==> config.mk <==
export PLATFORM = sky130hd
export DESIGN_NAME = det_count_display
export DESIGN_NICKNAME = d
export VERILOG_FILES = /design/src/rtl/det_display_pkg.sv /design/src/rtl/bcd_to_seg7.sv /design/src/rtl/det_count_display.sv
export SDC_FILE = /design/constraint.sdc
export NUM_CORES = 1
export LEC_CHECK = 0
export BUFFER_PORTS_ARGS = -buffer_cell sky130_fd_sc_hd__buf_2
export CAP_MARGIN = 20
export CORE_UTILIZATION = 46
export DETAILED_ROUTE_END_ITERATION = 16
export PLACE_DENSITY = 0.72
export SETUP_SLACK_MARGIN = 0.02
export SLEW_MARGIN = 5
export SYNTH_ARGS = -nofsm -noshare
export SYNTH_HDL_FRONTEND = slang
export SYNTH_SLANG_ARGS = --single-unit
==> constraint.sdc <==
create_clock -name clk -period 1.7 [get_ports clk]
set_input_delay 0.425 -clock clk [delete_from_list [all_inputs] [get_ports clk]]
set_output_delay 0.425 -clock clk [all_outputs]
set_load 0.01 [all_outputs]
==> src/rtl/det_display_pkg.sv <==
// Shared constants for the detection counter display: seven-segment
// patterns (active-low {g,f,e,d,c,b,a}) and the BCD digit limit.
package det_display_pkg;

    localparam logic [3:0] BCD_MAX   = 4'd9;

    localparam logic [6:0] SEG_BLANK = 7'b1111111;
    localparam logic [6:0] SEG_0     = 7'b1000000;
    localparam logic [6:0] SEG_1     = 7'b1111001;
    localparam logic [6:0] SEG_2     = 7'b0100100;
    localparam logic [6:0] SEG_3     = 7'b0110000;
    localparam logic [6:0] SEG_4     = 7'b0011001;
    localparam logic [6:0] SEG_5     = 7'b0010010;
    localparam logic [6:0] SEG_6     = 7'b0000010;
    localparam logic [6:0] SEG_7     = 7'b1111000;
    localparam logic [6:0] SEG_8     = 7'b0000000;
    localparam logic [6:0] SEG_9     = 7'b0010000;

endpackage

==> src/rtl/bcd_to_seg7.sv <==
// BCD digit to active-low seven-segment decoder.
// Ports: bcd (4-bit digit in), seg (7-bit {g..a}, active-low, out).
module bcd_to_seg7
    import det_display_pkg::*;
(
    input  logic [3:0] bcd,
    output logic [6:0] seg
);

    always_comb begin
        seg = SEG_BLANK;
        case (bcd)
            4'd0:    seg = SEG_0;
            4'd1:    seg = SEG_1;
            4'd2:    seg = SEG_2;
            4'd3:    seg = SEG_3;
            4'd4:    seg = SEG_4;
            4'd5:    seg = SEG_5;
            4'd6:    seg = SEG_6;
            4'd7:    seg = SEG_7;
            4'd8:    seg = SEG_8;
            4'd9:    seg = SEG_9;
            default: seg = SEG_BLANK;
        endcase
    end

endmodule

==> src/rtl/det_count_display.sv <==
// Counts detector pulses as two BCD digits (00-99), drives two HEX
// displays, stretches each detection into an LED pulse, flags overflow.
// Ports: clk, rst (async, active-low), clr (sync clear), z (detect in);
// cnt_ones/cnt_tens (BCD), hex0/hex1 (active-low segs), ovf, led.
// Build option: define DETCNT_SAT_EN to saturate at 99 instead of wrapping.
module det_count_display
    import det_display_pkg::*;
#(
    parameter int HOLD_CYCLES = 3,
    parameter int HOLD_W      = 2
) (
    input  logic       clk,
    input  logic       rst,
    input  logic       clr,
    input  logic       z,
    output logic [3:0] cnt_ones,
    output logic [3:0] cnt_tens,
    output logic [6:0] hex0,
    output logic [6:0] hex1,
    output logic       ovf,
    output logic       led
);

    localparam logic [HOLD_W-1:0] HOLD_LD = HOLD_W'(HOLD_CYCLES);

    logic [HOLD_W-1:0] hold;

    always_ff @(posedge clk or negedge rst) begin
        if (!rst) begin
            cnt_ones <= 4'd0;
            cnt_tens <= 4'd0;
            ovf      <= 1'b0;
            hold     <= '0;
        end else if (clr) begin
            cnt_ones <= 4'd0;
            cnt_tens <= 4'd0;
            ovf      <= 1'b0;
            hold     <= '0;
        end else if (z) begin
            // Retrigger: every detection restarts the full LED window.
            hold <= HOLD_LD;
            if (cnt_ones < BCD_MAX) begin
                cnt_ones <= cnt_ones + 4'd1;
            end else if (cnt_tens < BCD_MAX) begin
                cnt_ones <= 4'd0;
                cnt_tens <= cnt_tens + 4'd1;
            end else begin
                ovf <= 1'b1;
`ifdef DETCNT_SAT_EN
                cnt_ones <= BCD_MAX;
                cnt_tens <= BCD_MAX;
`else
                cnt_ones <= 4'd0;
                cnt_tens <= 4'd0;
`endif
            end
        end else if (hold != '0) begin
            hold <= hold - HOLD_W'(1);
        end
    end

    assign led = (hold != '0);

    bcd_to_seg7 u_seg_ones (
        .bcd (cnt_ones),
        .seg (hex0)
    );

    bcd_to_seg7 u_seg_tens (
        .bcd (cnt_tens),
        .seg (hex1)
    );

endmodule
==> run metrics <==
Layout Nets=188; power density over cell area=427 nW/um^2; clk slew on worst S/H paths=0.07 ns; Synth Area per Inst=7.83 sq um; vias per cell=5.54; Leakage=0.000701 uW; I/O pins=28; Num CTS Buffers=3; root buf cell=clkbuf_4; vias in the first global route=994; Hold WS=0.00862 ns; worst vdd ir=464 uV; Worst Setup End Kind=primary output; Worst EP required=1.27 ns; site row count=16; Die Ht=47.6 microns; status=complete, but fails checks; syn nets=137; largest net degree at the start of global routing=12; DR DRC count=0; crit start category=flop; area leader, netlist=dfrtp_1; grt total ovfl=0; largest cells by area after synthesis=dfrtp_1, ha_1, a21oi_1; Die ar.=2260 sq um; CTS H-Tree Depth=1; TritonCTS Sinks=11; final hold viol count=0; Final min period=1.92 ns; Starting Density=48.7%; post-route ant nets=0; worst skew pair latency=0.27 ns; Final WS setup=-0.219 ns; post-DR wirelength/cell=15.7 microns; Slew Viols, Final=0; total power=668 uW; RSZ-0062 raised after global routing=true; kind of critical path=reg2out; synth warn=0; final worst path period share=113%; layout cells sized above 1=54.7%; critical path arrival=1.49 ns; mapped cell area=955 sq um; GP Congestion=0.889; failing checks=setup timing; max cap viols=0; DIE WIDTH=47.6 microns; top cell type's share of synthesized area=28.8%; Mapped Cells=122; I/O Buffers=27; Post-CTS Hold Buffers=0; via count=1102; Area Overhead vs Synth=64.0%; worst min-delay path class=in2async; core area=1960 sq um; Crit Path Max Fanout=5; endpoints failing setup=14; detailed placement HPWL=1.85 mm; final WL=3.12 mm; fillcell total=138; first-pass GRT wire length=4.24 mm; GRT Util Overall=26.8%; Sum Neg Setup Slack=-2.09 ns; pin slew with the least headroom to its limit=0.294 ns; Worst Skew=0.00549 ns; f_max=521 MHz; drt pass-1 iters=4; TritonCTS clock tree=yes; Synth cell types=30; initial DRC count=20; sequential area share after synthesis=28.8%; initial antenna violation count=0; Longest Clk Path Bufs=2; Antenna Diode Count=0; Yosys reg bits=11; Max transition margin=80.4%
## cell families after synthesis
family                   Yosys count  share of synthesized area, %
AO/OA/AOI/OAI                     41                          24.6
AND/OR/NAND/NOR                   37                          20.1
buffers and inverters             18                          7.99
adder cells (fa/ha/maj)           11                          14.4
flip-flops                        11                          28.8
XOR/XNOR                           2                          1.84
multiplexers                       2                          2.23
## worst paths after layout
path | start | end | slack, ns | depth (start not counted)
min reg2reg | ovf | ovf | 0.49 | 1
min | rst | cnt_ones[3] | 0.009 | 1
min in group clk | clr | cnt_tens[3] | 0.47 | 2
max reg2reg | cnt_ones[0] | cnt_tens[3] | 0.11 | 6
max in group asynchronous | rst | cnt_ones[2] | 1.47 | 1
max | cnt_tens[0] | hex1[3] | -0.22 | 5
## synth_stat cells
| cell | n |
|---|---|
| and2_1 | 1 |
| mux2_2 | 1 |
| o2111ai_1 | 2 |
| nor4_1 | 1 |
| dfrtp_1 | 11 |
| a32o_1 | 1 |
| inv_1 | 13 |
| a21oi_1 | 17 |
| o211ai_1 | 2 |
| and2b_1 | 1 |
| nand2b_1 | 9 |
| clkbuf_1 | 3 |
| buf_6 | 1 |
| nor2_1 | 8 |
| or4_1 | 1 |
| o31ai_1 | 1 |
| and3_1 | 1 |
| ha_1 | 11 |
| o21a_1 | 1 |
| nand4_1 | 1 |
| nand2_1 | 8 |
| o21ai_0 | 13 |
| buf_2 | 1 |
| a41oi_1 | 1 |
| a31oi_1 | 3 |
| or2_2 | 2 |
| nor3_1 | 2 |
| mux2i_1 | 1 |
| xor2_1 | 2 |
| nor2b_1 | 2 |
## layout make-up
cell class | count | area [sq um] | area share, %
sequential | 11 | 283 | 18.1
inverter | 13 | 53.8 | 3.44
tap | 27 | 33.8 | 2.16
clock buffer | 4 | 26.3 | 1.68
multi-input combinational | 93 | 820 | 52.4
timing repair buffer | 51 | 349 | 22.3
## power breakdown
part           switching (uW)  internal [uW]  total, uW  leakage (uW)
logic                     107           97.5        204      0.000546
registers                11.7            271        283      0.000139
clock network            90.2           90.8        181     0.0000150
## placed cells by master (no fill, tap or decap), types with 2 or more instances in the layout
master and n:
ha_1 3, buf_6 9, nor2_1 6, o211ai_1 2
a31oi_1 3, o2111ai_1 2, or2_4 2, nor2_4 2
a21oi_4 2, nand2b_4 5, o21ai_1 4, ha_4 8
inv_4 2, nand2b_1 4, inv_2 3, dfrtp_2 6
buf_2 27, a21oi_2 4, nor3_1 2, inv_1 8
dfrtp_1 5, buf_4 15, xor2_1 2, nand2_1 7
o21ai_2 2, a21oi_1 11, o21ai_0 7, clkbuf_4 3
## sequential cells by signal, summed over array words and instances (netlist names)
| register | cells |
|---|---|
| cnt_tens | 4 |
| ovf | 1 |
| cnt_ones | 4 |
| hold | 2 |
## per-layer routing
metal	part of all wire, %	routed length, microns	vias up	track usage [%]
met3	2.7	85	2	3.40
met4	0.74	23	0	3.33
li1	-	-	528	-
met1	41	1270	543	28.7
met5	0	0	-	0
met2	56	1740	29	56.2
## through the flow
stage	setup slack, ns	cell area, sq um	util, %	instances
2_1_floorplan	0.0168	958	-	122
6_report	-0.219	1570	79.8	199
3_3_place_gp	0.0469	1170	59.9	181
5_1_grt	-0.266	1570	79.8	199
4_1_cts	-0.207	1480	75.3	196
3_5_place_dp	-0.0378	1170	59.9	181
## worst max-delay path: stages, from the launching register on
cell and delay [ns]:
dfrtp_2 0.47, ha_4 0.17, or2_4 0.23, a21oi_4 0.13
a31oi_1 0.07, buf_2 0.16
## repair_timing
action	CTS	global route
gates resized for setup	52	15
cloned	1	0
setup endpoints to repair	14	19
setup buffers	10	4
pin swaps	18	8
Power figures use the tool's default switching activity.
